$ cat config.mk
export PLATFORM = sky130hd
export DESIGN_NAME = stack_ctrl
export DESIGN_NICKNAME = d
export VERILOG_FILES = /design/src/rtl/stack_pkg.sv /design/src/rtl/stack_ctrl_swing_counter.sv /design/src/rtl/stack_ctrl.sv
export SDC_FILE = /design/constraint.sdc
export NUM_CORES = 1
export LEC_CHECK = 0
export ABC_AREA = 1
export CAP_MARGIN = 30
export CELL_PAD_IN_SITES_DETAIL_PLACEMENT = 1
export CELL_PAD_IN_SITES_GLOBAL_PLACEMENT = 2
export CORE_MARGIN = 4
export CORE_UTILIZATION = 35
export DETAILED_ROUTE_END_ITERATION = 8
export PLACE_DENSITY_LB_ADDON = 0.1
export SYNTH_ARGS = -nofsm -noshare
export SYNTH_HDL_FRONTEND = slang
export SYNTH_SLANG_ARGS = --single-unit
$ cat constraint.sdc
create_clock -name clk -period 5.6 [get_ports clk]
set_input_delay 1.12 -clock clk [delete_from_list [all_inputs] [get_ports clk]]
set_output_delay 1.12 -clock clk [all_outputs]
set_load 0.01 [all_outputs]
$ cat src/rtl/stack_pkg.sv
// Shared types and constants for the block-stacking game sequencer.
package stack_pkg;

    typedef enum logic [2:0] {
        ST_IDLE,
        ST_SWING,
        ST_DROP,
        ST_CHECK,
        ST_OVER
    } state_t;

    localparam logic [1:0] EMPTY = 2'b00;
    localparam logic [1:0] GREEN = 2'b01;
    localparam logic [1:0] RED   = 2'b10;
    localparam logic [1:0] BLUE  = 2'b11;

    localparam int POS_W          = 10;
    localparam int MAX_LAYERS     = 16;
    localparam int DEF_X_MIN      = 100;
    localparam int DEF_X_MAX      = 390;
    localparam int DEF_BASE_X     = 260;
    localparam int DEF_SWING_STEP = 5;
    localparam int DEF_START_Y    = 40;
    localparam int DEF_FALL_STEP  = 4;
    localparam int DEF_P_Y        = 400;
    localparam int DEF_HEIGHT_RAT = 20;
    localparam int DEF_TOL        = 30;

    // Layers cycle green, red, blue by index.
    function automatic logic [1:0] layerColour(input logic [4:0] layerIdx);
        logic [4:0] phase;
        phase = layerIdx % 5'd3;
        case (phase)
            5'd0:    layerColour = GREEN;
            5'd1:    layerColour = RED;
            default: layerColour = BLUE;
        endcase
    endfunction

endpackage

$ cat src/rtl/stack_ctrl_swing_counter.sv
// Bounded up/down position counter: steps between two limits and bounces off them.
module swing_counter #(
    parameter int W       = 10,
    parameter int MIN_POS = 100,
    parameter int MAX_POS = 390,
    parameter int STEP    = 5
) (
    input  logic         clk_i,
    input  logic         rst_ni,
    input  logic         load_i,
    input  logic         en_i,
    output logic [W-1:0] pos_o
);

    localparam logic [W-1:0] LO      = W'(MIN_POS);
    localparam logic [W-1:0] HI      = W'(MAX_POS);
    localparam logic [W-1:0] STEP_W  = W'(STEP);
    localparam logic [W-1:0] LO_TURN = W'(MIN_POS + STEP);
    localparam logic [W-1:0] HI_TURN = W'(MAX_POS - STEP);

    logic [W-1:0] pos_q, pos_d;
    logic         up_q, up_d;

    // Compare against pre-offset limits so the step never overflows or underflows.
    always_comb begin
        pos_d = pos_q;
        up_d  = up_q;
        if (load_i) begin
            pos_d = LO;
            up_d  = 1'b1;
        end else if (en_i) begin
            if (up_q) begin
                if (pos_q >= HI_TURN) begin
                    pos_d = HI;
                    up_d  = 1'b0;
                end else begin
                    pos_d = pos_q + STEP_W;
                end
            end else begin
                if (pos_q <= LO_TURN) begin
                    pos_d = LO;
                    up_d  = 1'b1;
                end else begin
                    pos_d = pos_q - STEP_W;
                end
            end
        end
    end

    always_ff @(posedge clk_i or negedge rst_ni) begin
        if (!rst_ni) begin
            pos_q <= LO;
            up_q  <= 1'b1;
        end else begin
            pos_q <= pos_d;
            up_q  <= up_d;
        end
    end

    assign pos_o = pos_q;

endmodule

$ cat src/rtl/stack_ctrl.sv
// Block-stacking game sequencer: swing, drop, landing check and tower bookkeeping.
// Define STACK_CTRL_LIVES_EN for three lives; otherwise the first miss ends the game.
module stack_ctrl
    import stack_pkg::*;
#(
    parameter int X_MIN        = DEF_X_MIN,
    parameter int X_MAX        = DEF_X_MAX,
    parameter int BASE_X       = DEF_BASE_X,
    parameter int SWING_STEP   = DEF_SWING_STEP,
    parameter int START_Y      = DEF_START_Y,
    parameter int FALL_STEP    = DEF_FALL_STEP,
    parameter int P_Y          = DEF_P_Y,
    parameter int HEIGHT_RATIO = DEF_HEIGHT_RAT,
    parameter int TOL          = DEF_TOL
) (
    input  logic        clk,
    input  logic        rst,
    input  logic        tick,
    input  logic        btn_start,
    input  logic        btn_drop,
    output logic [9:0]  pos_x,
    output logic [9:0]  drop_y,
    output logic        active,
    output logic [31:0] colors,
    output logic [4:0]  height,
    output logic [1:0]  lives,
    output logic        game_over,
    output logic        win
);

`ifdef STACK_CTRL_LIVES_EN
    localparam logic [1:0] LIVES_FULL = 2'd3;
`else
    localparam logic [1:0] LIVES_FULL = 2'd1;
`endif

    localparam logic [9:0]  START_Y_W = 10'(START_Y);
    localparam logic [31:0] COLORS_INIT = 32'h0000_0001;

    state_t      state_q;
    logic [9:0]  dropY_q;
    logic [31:0] colors_q;
    logic [4:0]  height_q;
    logic [1:0]  lives_q;
    logic        active_q;
    logic        gameOver_q;
    logic        win_q;

    logic [9:0]  swingPos;
    logic [9:0]  fallTarget;
    logic [9:0]  fallNext;
    logic [9:0]  landDiff;
    logic        landHit;
    logic [4:0]  heightInc;
    logic        gameWon;
    logic        lastLife;
    logic        checkEnds;
    logic [31:0] landColors;
    logic        respawn;
    logic        swingEn;

    always_comb begin
        fallTarget = 10'(P_Y - 32'(height_q) * HEIGHT_RATIO);
        fallNext   = dropY_q + 10'(FALL_STEP);
        landDiff   = (swingPos >= 10'(BASE_X)) ? (swingPos - 10'(BASE_X))
                                               : (10'(BASE_X) - swingPos);
        landHit    = (landDiff <= 10'(TOL));
        heightInc  = height_q + 5'd1;
        gameWon    = (heightInc == 5'(MAX_LAYERS));
        // Without the lives feature the counter sits at one, so any miss is the last.
        lastLife   = (lives_q <= 2'd1);
        checkEnds  = landHit ? gameWon : lastLife;
        landColors = colors_q | (32'(layerColour(height_q)) << {height_q[3:0], 1'b0});
        respawn    = ((state_q == ST_IDLE) && btn_start)
                  || ((state_q == ST_CHECK) && !checkEnds)
                  || ((state_q == ST_OVER) && btn_start);
        // A drop request freezes the block where it is, even if a tick arrives too.
        swingEn    = (state_q == ST_SWING) && tick && !btn_drop;
    end

    swing_counter #(
        .W       (10),
        .MIN_POS (X_MIN),
        .MAX_POS (X_MAX),
        .STEP    (SWING_STEP)
    ) u_swing (
        .clk_i  (clk),
        .rst_ni (rst),
        .load_i (respawn),
        .en_i   (swingEn),
        .pos_o  (swingPos)
    );

    always_ff @(posedge clk or negedge rst) begin
        if (!rst) begin
            state_q    <= ST_IDLE;
            dropY_q    <= START_Y_W;
            colors_q   <= COLORS_INIT;
            height_q   <= 5'd1;
            lives_q    <= LIVES_FULL;
            active_q   <= 1'b0;
            gameOver_q <= 1'b0;
            win_q      <= 1'b0;
        end else begin
            case (state_q)
                ST_IDLE: begin
                    if (btn_start) begin
                        state_q  <= ST_SWING;
                        active_q <= 1'b1;
                        dropY_q  <= START_Y_W;
                    end
                end
                ST_SWING: begin
                    if (btn_drop) begin
                        state_q <= ST_DROP;
                    end
                end
                ST_DROP: begin
                    if (tick) begin
                        if (fallNext >= fallTarget) begin
                            dropY_q  <= fallTarget;
                            state_q  <= ST_CHECK;
                            active_q <= 1'b0;
                        end else begin
                            dropY_q <= fallNext;
                        end
                    end
                end
                ST_CHECK: begin
                    if (landHit) begin
                        colors_q <= landColors;
                        height_q <= heightInc;
                    end
`ifdef STACK_CTRL_LIVES_EN
                    else begin
                        lives_q <= lives_q - 2'd1;
                    end
`endif
                    if (checkEnds) begin
                        state_q    <= ST_OVER;
                        gameOver_q <= 1'b1;
                        win_q      <= landHit;
                    end else begin
                        state_q  <= ST_SWING;
                        active_q <= 1'b1;
                        dropY_q  <= START_Y_W;
                    end
                end
                ST_OVER: begin
                    if (btn_start) begin
                        state_q    <= ST_IDLE;
                        gameOver_q <= 1'b0;
                        win_q      <= 1'b0;
                        colors_q   <= COLORS_INIT;
                        height_q   <= 5'd1;
                        lives_q    <= LIVES_FULL;
                        dropY_q    <= START_Y_W;
                    end
                end
                default: begin
                    state_q <= ST_IDLE;
                end
            endcase
        end
    end

    assign pos_x     = swingPos;
    assign drop_y    = dropY_q;
    assign active    = active_q;
    assign colors    = colors_q;
    assign height    = height_q;
    assign lives     = lives_q;
    assign game_over = gameOver_q;
    assign win       = win_q;

endmodule
# ---- Yosys cells after proc, flatten, opt, wreduce, memory -nomap -nowiden
# Cells that the tools add are included.
# W data, S select, Z words.
dict set report totals {
  ff_bits 64
  output_inout_bits 62
  inputBits 5
}
dict set report op_classes {
  reduce_logical 21
  mux 41
  div 1
  eq_ne 15
  bitwise 1
  add_sub_neg 7
  order_cmp 5
  n_shift 1
  mul 1
}
# cell n
set op_table {}
lappend op_table {{$mux W10} 10}
lappend op_table {{$mux W32} 2}
lappend op_table {{$pmux W32 S2} 1}
lappend op_table {{$or A32 B32 Y32} 1}
lappend op_table {{$shl A2 B5 Y32} 1}
lappend op_table {{$pmux W10 S3} 1}
lappend op_table {{$add A10 B3 Y10 const B} 2}
lappend op_table {{$ge A10 B9 Y1 const B} 2}
lappend op_table {{$sub A9 B10 Y10 const A} 2}
lappend op_table {{$mux W3} 6}
lappend op_table {{$ne A2 B2 Y1 const B} 8}
lappend op_table {{$pmux W3 S5} 1}
lappend op_table {{$mux W1} 13}
lappend op_table {{$ge A10 B10 Y1} 1}
lappend op_table {{$le A10 B5 Y1 const B} 1}
lappend op_table {{$le A10 B7 Y1 const B} 1}
lappend op_table {{$mux W5} 2}
lappend op_table {{$pmux W5 S2} 1}
lappend op_table {{$reduce_and A5 Y1} 2}
lappend op_table {{$sub A10 B3 Y10 const B} 1}
lappend op_table {{$sub A10 B9 Y10 const B} 1}
lappend op_table {{$mul A5 B3 Y8 const B} 1}
lappend op_table {{$eq A3 B2 Y1 const B} 2}
lappend op_table {{$reduce_and A3 Y1} 2}
lappend op_table {{other kinds (19)} 28}

# ---- Longest topological paths before layout
# Gate-level depths: netlist of the first run.
dict set report depth {
  depth_word 9
  mapped_depth 19
  mapped_depth_nobuf 19
}

# ---- Modules after synthesis
# From an unflattened synthesis of the first run, not the netlist that was laid out.
dict set report hier_totals {
  hier_cells 674
  area_unflattened_um2 4812.1
}
# module cells_per_inst area_each_um2 n_inst seq_area_each_um2
set by_module_without_submodules {}
lappend by_module_without_submodules {stack_ctrl 508 3749.8 1 1281.2}
lappend by_module_without_submodules {swing_counter 166 1062.3 1 280.3}

# ---- Least setup slack after synthesis of the first run
# No wires, ideal clock.
dict set report synth_path {
  path_kind {reg2reg}
  start {reg height_q[3], in the netlist height[3]}
  end {reg dropY_q[9], in the netlist drop_y[9]}
  arrival_time_ps 3124
  path_stages_with_launch 15
  slack_ps 2353
  path_buffers 1
  t_required_ps 5477
  path_cell_list {dfrtp_1 ha_1 ha_1 fa_1 xor2_1 o21ai_0 xor2_1 ha_1 nand2_1 o21a_1 nand3_1 clkbuf_1 nand2_1 o211ai_1 o21ai_2}
}
dict set report synth_via {
  elab_chain_cells 6
  word_cells_on_any_way 11
}
# item line
set synth_rtl {}
lappend synth_rtl {{from (decl)} stack_ctrl.sv:43} ;# logic [4:0] height_q;
lappend synth_rtl {{from (signal assigned)} stack_ctrl.sv:132} ;# height_q <= heightInc;
lappend synth_rtl {{$mul A5 B3 Y8} stack_ctrl.sv:63} ;# fallTarget = 10'(P_Y - 32'(height_q) * HEIGHT_RATIO);
lappend synth_rtl {{$sub A9 B10 Y10} stack_ctrl.sv:63}
lappend synth_rtl {{$ge A10 B10 Y1} stack_ctrl.sv:120} ;# if (fallNext >= fallTarget) begin
lappend synth_rtl {{$mux W10} stack_ctrl.sv:120}
lappend synth_rtl {{$mux W10} stack_ctrl.sv:119} ;# if (tick) begin
lappend synth_rtl {{$pmux W10 S3} stack_ctrl.sv:105} ;# case (state_q)
lappend synth_rtl {{to (signal assigned)} stack_ctrl.sv:121} ;# dropY_q <= fallTarget;
lappend synth_rtl {{to (signal assigned)} stack_ctrl.sv:125} ;# dropY_q <= fallNext;
lappend synth_rtl {{to (decl)} stack_ctrl.sv:41} ;# logic [9:0] dropY_q;
# Several ways; a longest one is shown, not always the timed one. The select of a mux whose other input is x is not followed.
# A chain may end at the register's enable or synchronous reset.

# ---- Final worst setup path of the first run
dict set report layout_path {
  start {reg height_q[1], in the netlist height[1]}
  end {reg active_q, in the netlist active}
}
dict set report layout_via {
  elab_chain_cells 5
  word_cells_on_any_way 9
}
# item line
set layout_rtl {}
lappend layout_rtl {{$mul A5 B3 Y8 / $add A5 B1 Y5 (equally long branches)} {stack_ctrl.sv:63, stack_ctrl.sv:68}}
lappend layout_rtl {{$sub A9 B10 Y10 / $eq A5 B5 Y1 (equally long branches)} {stack_ctrl.sv:63, stack_ctrl.sv:69}}
lappend layout_rtl {{$ge A10 B10 Y1 / $mux W1 (equally long branches)} {stack_ctrl.sv:120, stack_ctrl.sv:72}}
lappend layout_rtl {{$ne A2 B2 Y1 (no line)} n/a}
lappend layout_rtl {{$reduce_and A5 Y1 (no line) *} n/a}
lappend layout_rtl {{to (signal assigned)} stack_ctrl.sv:109} ;# active_q <= 1'b1;
lappend layout_rtl {{to (signal assigned)} stack_ctrl.sv:123} ;# active_q <= 1'b0;
lappend layout_rtl {{to (signal assigned)} stack_ctrl.sv:145} ;# active_q <= 1'b1;
lappend layout_rtl {{to (decl)} stack_ctrl.sv:45} ;# logic active_q;
# Every way passes the cells marked *; elsewhere a longest branch is shown, timed or not.

==> reports/results.ini, run 1 <==
[setup_path]
r2r_end = active
path_max_fanout = 13
cp-end-kind = flip-flop
critPathKind = flip-flop to flip-flop
rrSetupSlack_ns = 1.63
critPathLaunchType = flip-flop
worstReg2RegStart = height[1]
r2r.worst_path.cells = 16
cp.arrival_ns = 4.19
cp.required_ns = 5.82

[placement]
dpl.hpwl_mm = 10.4
finalWeightedCongestion = 0.861
port_buffers = 62
postPlaceCellArea_um2 = 5370

[grt]
overflow = 0
met3_usage_pct = 3.39
grt_pass1_vias = 4486
antenna_found_initial = 0
use_met1_pct = 25.7
grt.met2_usage_pct = 31.2
grt_busiest_layer = met2
grt_start_max_net_pins = 63
grt.total_usage_pct = 19.2
grt_pass1_wl_mm = 22.9

[pwr]
p_switching_w = 0.00200
p_int_w = 0.00190
seqPwrFrac_pct = 21.4
max-vdd-ir-drop_mv = 0.374
power_frac_comb_pct = 65.0
swShare_pct = 51.3
power_leakage_nw = 2.62
power_density_nw_per_um2 = 689
power.share.clock_pct = 13.6

[final_layout]
drive_gt1_share_pct = 11.8
final_cell_mix = nand2_1, inv_1, clkdlybuf4s50_1
final_cell_area_um2 = 5650
syn_to_final_growth_pct = 21.3
fillers = 1540
diodes = 0
final_common_cell = nand2_1
seqCellArea_um2 = 1560
fin_util_pct = 44.1
multiInputGateArea_um2 = 2610
layout.nets = 690

[die]
die_w_um = 123
initial_core_util_pct = 36.4
die_h_um = 123
rows = 41
io_pins = 67
die-area_um2 = 15200
core_um2 = 12800

[sta]
grt_setup_unrepaired = false
fin_crit_ns = 3.97
setup_tns_ns = 0
setup_viol = 0
fmax_mhz = 252
min_period_over_period_pct = 70.9
max_slew_margin_pct = 44.5
hold_slack_ns = 0.494
tightestPinTransition_ns = 0.832
finalHoldViolCount = 0
fin_skew_ns = 0.00636
slew_violations = 0

[clocking]
clkSinkCount = 62
postCtsHoldBufs = 0
clkTransAtPathRegs_ns = 0.06
insertion_delay_ns = 0.34
cts_made_buffers = 9
clk_path_buf_depth = 2
cts_root_buf = clkbuf_16
cts_tree = done
cts_resized = 0
post_cts_buffers = 0
cts_max_level = 3

[drt]
wl_mm = 13.6
postRouteAntennaNets = 0
detailedRoute.firstIterationViolations = 238
via_count = 4235
drc = 0
wl_per_cell_um = 16.3
dr.pass1.iters = 4
vias_per_cell = 5.08

[yosys]
yosysTopAreaCell = dfrtp_1
synthArstFlopShare_pct = 100
synthTopCellsByArea = dfrtp_1, nand2_1, ha_1, inv_1, a21oi_1
syn_area_per_cell_um2 = 7.76
synth-main-ff-cell = dfrtp_1
synth-seq-area-share_pct = 33.5
netlist_instances = 601
ys_warn_count = 0
ys_ff_latch = 62
synth_top_area_share_pct = 29.0
syn_area_um2 = 4660
yosysUniqueCellTypes = 46
synth-edff-count = 0

[min_path]
min-delay-start = colors[6]
hold_end = colors[6]
hold_depth = 2
hp-class = flip-flop to flip-flop

[job]
drv_cap = 0

[status]
status = finished clean

## flip-flops by register name (all words and copies together) (netlist names)
register	count
game_over	1
state_q	3
active	1
u_swing.pos_o	10
height	5
u_swing.up_q	1
colors	32
win	1
drop_y	8
## power by group through the flow
stage	clock network, W	registers [W]	logic (W)
finish	0.000531	0.000833	0.00253
floorplan	0	0.000840	0.00173
CTS	0.000544	0.000838	0.00257
global route	0.000569	0.000868	0.00288
global placement	0	0.000834	0.00247
detailed placement	0	0.000844	0.00255
## worst max-delay path, cell delays in order, from the launching register on
cell and delay, ns:
dfrtp_1 0.63, ha_1 0.32, ha_1 0.24, fa_1 0.42, xor2_1 0.30, o21ai_0 0.19
xor2_1 0.21, ha_1 0.30, nand2_1 0.07, inv_1 0.08, nand4_1 0.10, nand3_1 0.36
inv_1 0.18, a211oi_1 0.23, nand2_1 0.10, nand2_1 0.07, nand2_1 0.05
## stage by stage
step / std cells / power, W / setup WS, ns
after global routing: 833 / 0.00432 / 1.30
after detailed placement: 817 / 0.00340 / 1.63
after global placement: 817 / 0.00330 / 1.91
after floorplan: 603 / 0.00257 / 2.35
final: 833 / 0.00390 / 1.63
after CTS: 833 / 0.00395 / 1.61
## cell families after synthesis
kind of cell,synth area share (%)
flip-flops,33.5
buffers and inverters,10.8
AND/OR/NAND/NOR,26.5
AO/OA/AOI/OAI,15.8
XOR/XNOR,5.26
other,0.161
adder cells (fa/ha/maj),7.94
## layer usage
| layer | vias to the layer above | wire length [um] |
|---|---|---|
| met5 | - | 0 |
| met4 | 0 | 225 |
| met3 | 16 | 421 |
| li1 | 2112 | - |
| met2 | 54 | 6450 |
| met1 | 2053 | 6500 |
## cell type report
class	count	share of cell area, %
inverter	94	6.24
clock inverter	6	0.819
multi-input combinational	425	46.1
tap	172	3.81
sequential	62	27.6
clock buffer	10	4.23
timing repair buffer	64	11.2
## cell usage after synthesis (2+ instances only)
library cell,number
buf_4,5
nand3b_1,3
o31ai_1,2
a31oi_1,2
nor3_1,9
dfstp_2,8
xor2_1,25
nand2_4,3
nor2_1,40
nor2_8,3
a21oi_1,54
clkbuf_1,9
nor2_4,5
conb_1,2
nand4_1,27
inv_1,84
nor2_2,3
o211ai_1,8
nand2_1,98
o21ai_0,25
a211oi_1,4
inv_2,10
buf_2,2
xnor2_1,3
nand3_1,32
dfrtp_1,54
nand3_2,7
ha_1,28
o21a_1,2
or2_1,2
o2111ai_1,3
buf_6,6
o21ai_2,9
o22ai_1,5
o21ai_1,2
nand2_2,7
## worst max-delay path by stage
stage	slack, ns	from	depth (start not counted)	to
5_1_grt	1.30	height[2]	15	active
4_1_cts	1.61	height[1]	16	active
3_3_place_gp	1.91	height[2]	15	active
2_1_floorplan	2.35	height[3]	14	drop_y[9]
3_5_place_dp	1.63	height[1]	16	active
6_report	1.63	height[1]	16	active
Note: power is estimated with default switching activity, not from simulation.
==> run 2, diff against run 1 <==
CORE_UTILIZATION = 29   (was 35)
clock period = 3.4 ns   (was 5.6 ns; I/O delays follow)
==> reports/results.ini, run 2 (synthesized netlist as in run 1, its figures left out) <==
[grt]
grt_start_max_net_pins = 32
grt_pass1_wl_mm = 24.3
overflow = 0
grt.total_usage_pct = 16.9
antenna_found_initial = 0
grt_pass1_vias = 4521

[setup_path]
cp.required_ns = 3.63
critPathLaunchType = flip-flop
cp.arrival_ns = 3.40
cp-end-kind = flip-flop
critPathKind = flip-flop to flip-flop
rrSetupSlack_ns = 0.23
path_max_fanout = 5

[die]
die_w_um = 135
io_pins = 67
die_h_um = 135
initial_core_util_pct = 29.5
core_um2 = 15800
die-area_um2 = 18200
rows = 46

[sta]
fin_crit_ns = 3.17
finalHoldViolCount = 0
max_slew_margin_pct = 58.4
slew_violations = 0
setup_tns_ns = 0
fin_skew_ns = 0.00942
min_period_over_period_pct = 93.3
fmax_mhz = 315
tightestPinTransition_ns = 0.621
setup_viol = 0

[final_layout]
layout.nets = 709
final_cell_area_um2 = 5920
largest_reg_flops = 32
syn_to_final_growth_pct = 27.0
diodes = 0
fin_util_pct = 37.4
final_common_cell = nand2_1
drive_gt1_share_pct = 14.6
final_cells = 896
final_cell_mix = nand2_1, inv_1, clkdlybuf4s50_1

[clocking]
clkSinkCount = 62
cts_tree = done
clkTransAtPathRegs_ns = 0.06
clk_path_buf_depth = 2
cts_made_buffers = 9
insertion_delay_ns = 0.35
postCtsHoldBufs = 0
cts_max_level = 3
cts_root_buf = clkbuf_16

[placement]
postPlaceCellArea_um2 = 5560
port_buffers = 62
dpl.hpwl_mm = 11.3
place_inst = 877
finalWeightedCongestion = 0.818

[pwr]
power_leakage_nw = 2.75
power_density_nw_per_um2 = 1150
max-vdd-ir-drop_mv = 0.429
p_total_w = 0.00683

[drt]
vias_per_cell = 4.80
via_count = 4302
wl_per_cell_um = 16.5
detailedRoute.firstIterationViolations = 204
dr.pass1.iters = 5
postRouteAntennaNets = 0
drc = 0
wl_mm = 14.8

[job]
drv_cap = 0

[status]
status = finished clean

[min_path]
hp-class = input port to asynchronous set/reset pin

[run 2: area by class of cell]
type                    instances  area, um^2
inverters                      94         353
flip-flops and latches         62        1560
repair buffers                 83         786
clock buffers                   9         225
fillers                      1927        9910
well taps                     216         270
clock inverters                 7         103
multi-input cells             425        2620
[run 2: repair_timing]
item                                   CTS  global route
endpoints found under the hold margin    0             0
buffers inserted                         0             3
gates resized for setup                  0             3
setup endpoints to repair                0             9
[run 2: stage by stage]
step | hold slack (ns) | setup slack, ns
after global placement | 0.489 | 0.256
final | 0.240 | 0.227
after global routing | 0.257 | -0.000945
after CTS | 0.245 | 0.111
after detailed placement | 0.498 | 0.133
after floorplan | 0.384 | 0.153
[run 2: layer usage]
| layer | global-route usage, % | wire, um | up-vias |
|---|---|---|---|
| li1 | - | - | 2140 |
| met1 | 22.9 | 7220 | 2089 |
| met2 | 27.4 | 6900 | 58 |
| met3 | 2.68 | 415 | 15 |
| met4 | 5.77 | 235 | 0 |
| met5 | 0 | 0 | - |
[run 2: final timing paths]
check,from,end,cells past startpoint
min in group clk,active,active,2
min,rst,u_swing.pos_o[8],1
max in group asynchronous,rst,u_swing.pos_o[5],2
min reg2reg,active,active,2
max,height[3],active,16
max reg2reg,height[3],active,16
[run 2: worst max-delay path, cell delays in order, from the launching register on]
cell,delay (ns)
dfrtp_1,0.39
ha_1,0.28
ha_1,0.23
fa_1,0.43
xor2_2,0.18
buf_4,0.14
xor2_1,0.17
ha_1,0.33
nand2_1,0.06
nor2_1,0.10
nand4_1,0.09
nand3_1,0.12
inv_1,0.10
a211oi_1,0.23
nand2_1,0.10
nand2_1,0.07
nand2_1,0.04
[run 2: power by group]
group / switching, W / internal, W / total [W]
registers: 0.000214 / 0.00104 / 0.00125
logic: 0.00279 / 0.00175 / 0.00454
clock network: 0.000394 / 0.000651 / 0.00104
total: 0.00340 / 0.00343 / 0.00683
==> run 3, diff against run 2 <==
SLEW_MARGIN = 20   (was default)
==> reports/results.ini, run 3 (synthesized netlist as in run 1, its figures left out) <==
[drt]
postRouteAntennaNets = 0
detailedRoute.firstIterationViolations = 208
drc = 0
via_count = 4309
met2_length_mm = 6.93
wl_mm = 14.8
met1Wirelength_mm = 7.21
highest_layer = met4
wl_per_cell_um = 16.5
route.met3.wl_um = 475
dr.pass1.iters = 4
vias_per_cell = 4.81

[final_layout]
multiInputGateArea_um2 = 2620
final_common_cell = nand2_1
drive_gt1_share_pct = 14.6
largest_reg_flops = 32
fillers = 1925
diodes = 0
final_cells = 896
syn_to_final_growth_pct = 27.5
layout.nets = 709
final_cell_mix = nand2_1, inv_1, clkdlybuf4s50_1
seqCellArea_um2 = 1560

[sta]
min_period_over_period_pct = 92.3
tightestPinTransition_ns = 0.604
setup_viol = 0
fmax_mhz = 319
finalHoldViolCount = 0
max_slew_margin_pct = 59.7
fin_skew_ns = 0.00714
grt_setup_unrepaired = false
layout_setup_ws_ns = 0.261
slew_violations = 0
fin_crit_ns = 3.14
setup_tns_ns = 0

[setup_path]
cp.required_ns = 3.64
cp.arrival_ns = 3.37
path_max_fanout = 5
critPathKind = flip-flop to flip-flop
critPathLaunchType = flip-flop
cp-end-kind = flip-flop
r2r.worst_path.cells = 16

[job]
drv_cap = 0

[pwr]
p_total_w = 0.00691
power_density_nw_per_um2 = 1160
power_leakage_nw = 2.76
max-vdd-ir-drop_mv = 0.495

[clocking]
clkTransAtPathRegs_ns = 0.06
postCtsHoldBufs = 0
insertion_delay_ns = 0.35
clk_path_buf_depth = 2
cts_tree = done
cts_max_level = 3
cts_made_buffers = 9
cts_root_buf = clkbuf_16
clkSinkCount = 62

[placement]
dpl.hpwl_mm = 11.4
place_inst = 877
finalWeightedCongestion = 0.818
dp_slack_ns = 0.165
port_buffers = 62

[die]
core_um2 = 15800
initial_core_util_pct = 29.5
die_w_um = 135
io_pins = 67
rows = 46
die-area_um2 = 18200
die_h_um = 135

[grt]
grt_start_max_net_pins = 32
grt.total_usage_pct = 16.8
overflow = 0
antenna_found_initial = 0
grt_pass1_vias = 4482
grt_pass1_wl_mm = 24.0

[min_path]
hp-class = input port to asynchronous set/reset pin

[status]
status = finished clean

## run 3: changes by cell type in the layout (fill, tap and decap cells not counted), sizes merged
cell	before	now
bufinv	2	3
clkinv	1	0
inv	97	98
clkinvlp	1	0
## run 3: power breakdown
group          leakage (nW)  switching [W]  internal (W)
sequential            0.791       0.000210       0.00103
clock                 0.171       0.000397      0.000727
combinational          1.80        0.00279       0.00175
total                  2.76        0.00340       0.00351
## run 3: through the flow
step	hold slack, ns	util (%)	cell area [um^2]
global route	0.265	37.5	5940
floorplan	0.384	-	4670
global placement	0.489	35.0	5540
CTS	0.258	37.3	5910
detailed placement	0.500	35.1	5560
finish	0.247	37.5	5940
## run 3: final timing paths
path | from | end | slack (ns)
max | height[3] | active | 0.26
min | rst | u_swing.pos_o[9] | 0.25
max reg2reg | height[3] | active | 0.26
min reg2reg | active | active | 0.51
max in group asynchronous | rst | u_swing.pos_o[5] | 2.54
min in group clk | active | active | 0.51
## run 3: area by class of cell
class                   count  share of cell area [%]
multi-input cells         425                    44.1
flip-flops and latches     62                    26.3
clock inverters             7                    2.11
well taps                 216                    4.55
repair buffers             83                    13.2
clock buffers               9                    3.79
inverters                  94                    5.94
## run 3: critical path, stage by stage, from the launching register on
cell and delay [ns]:
dfrtp_1 0.39, ha_1 0.28, ha_1 0.23, fa_1 0.42, xor2_2 0.18, buf_4 0.14, xor2_1 0.16, ha_1 0.33
nand2_1 0.07, nor2_1 0.10, nand4_1 0.10, nand3_1 0.12, inv_1 0.09, a211oi_1 0.21, nand2_1 0.10, nand2_1 0.06
nand2_1 0.04
## run 3: timing repair
item | CTS | global route
endpoints found under the setup margin | 0 | 9
setup buffers | 0 | 3
gates resized for setup | 0 | 3
## run 3: layer usage
metal / track usage (%) / up-vias
li1: - / 2151
met1: 22.8 / 2094
met2: 27.3 / 53
met3: 3.50 / 11
met4: 4.58 / 0
met5: 0 / -
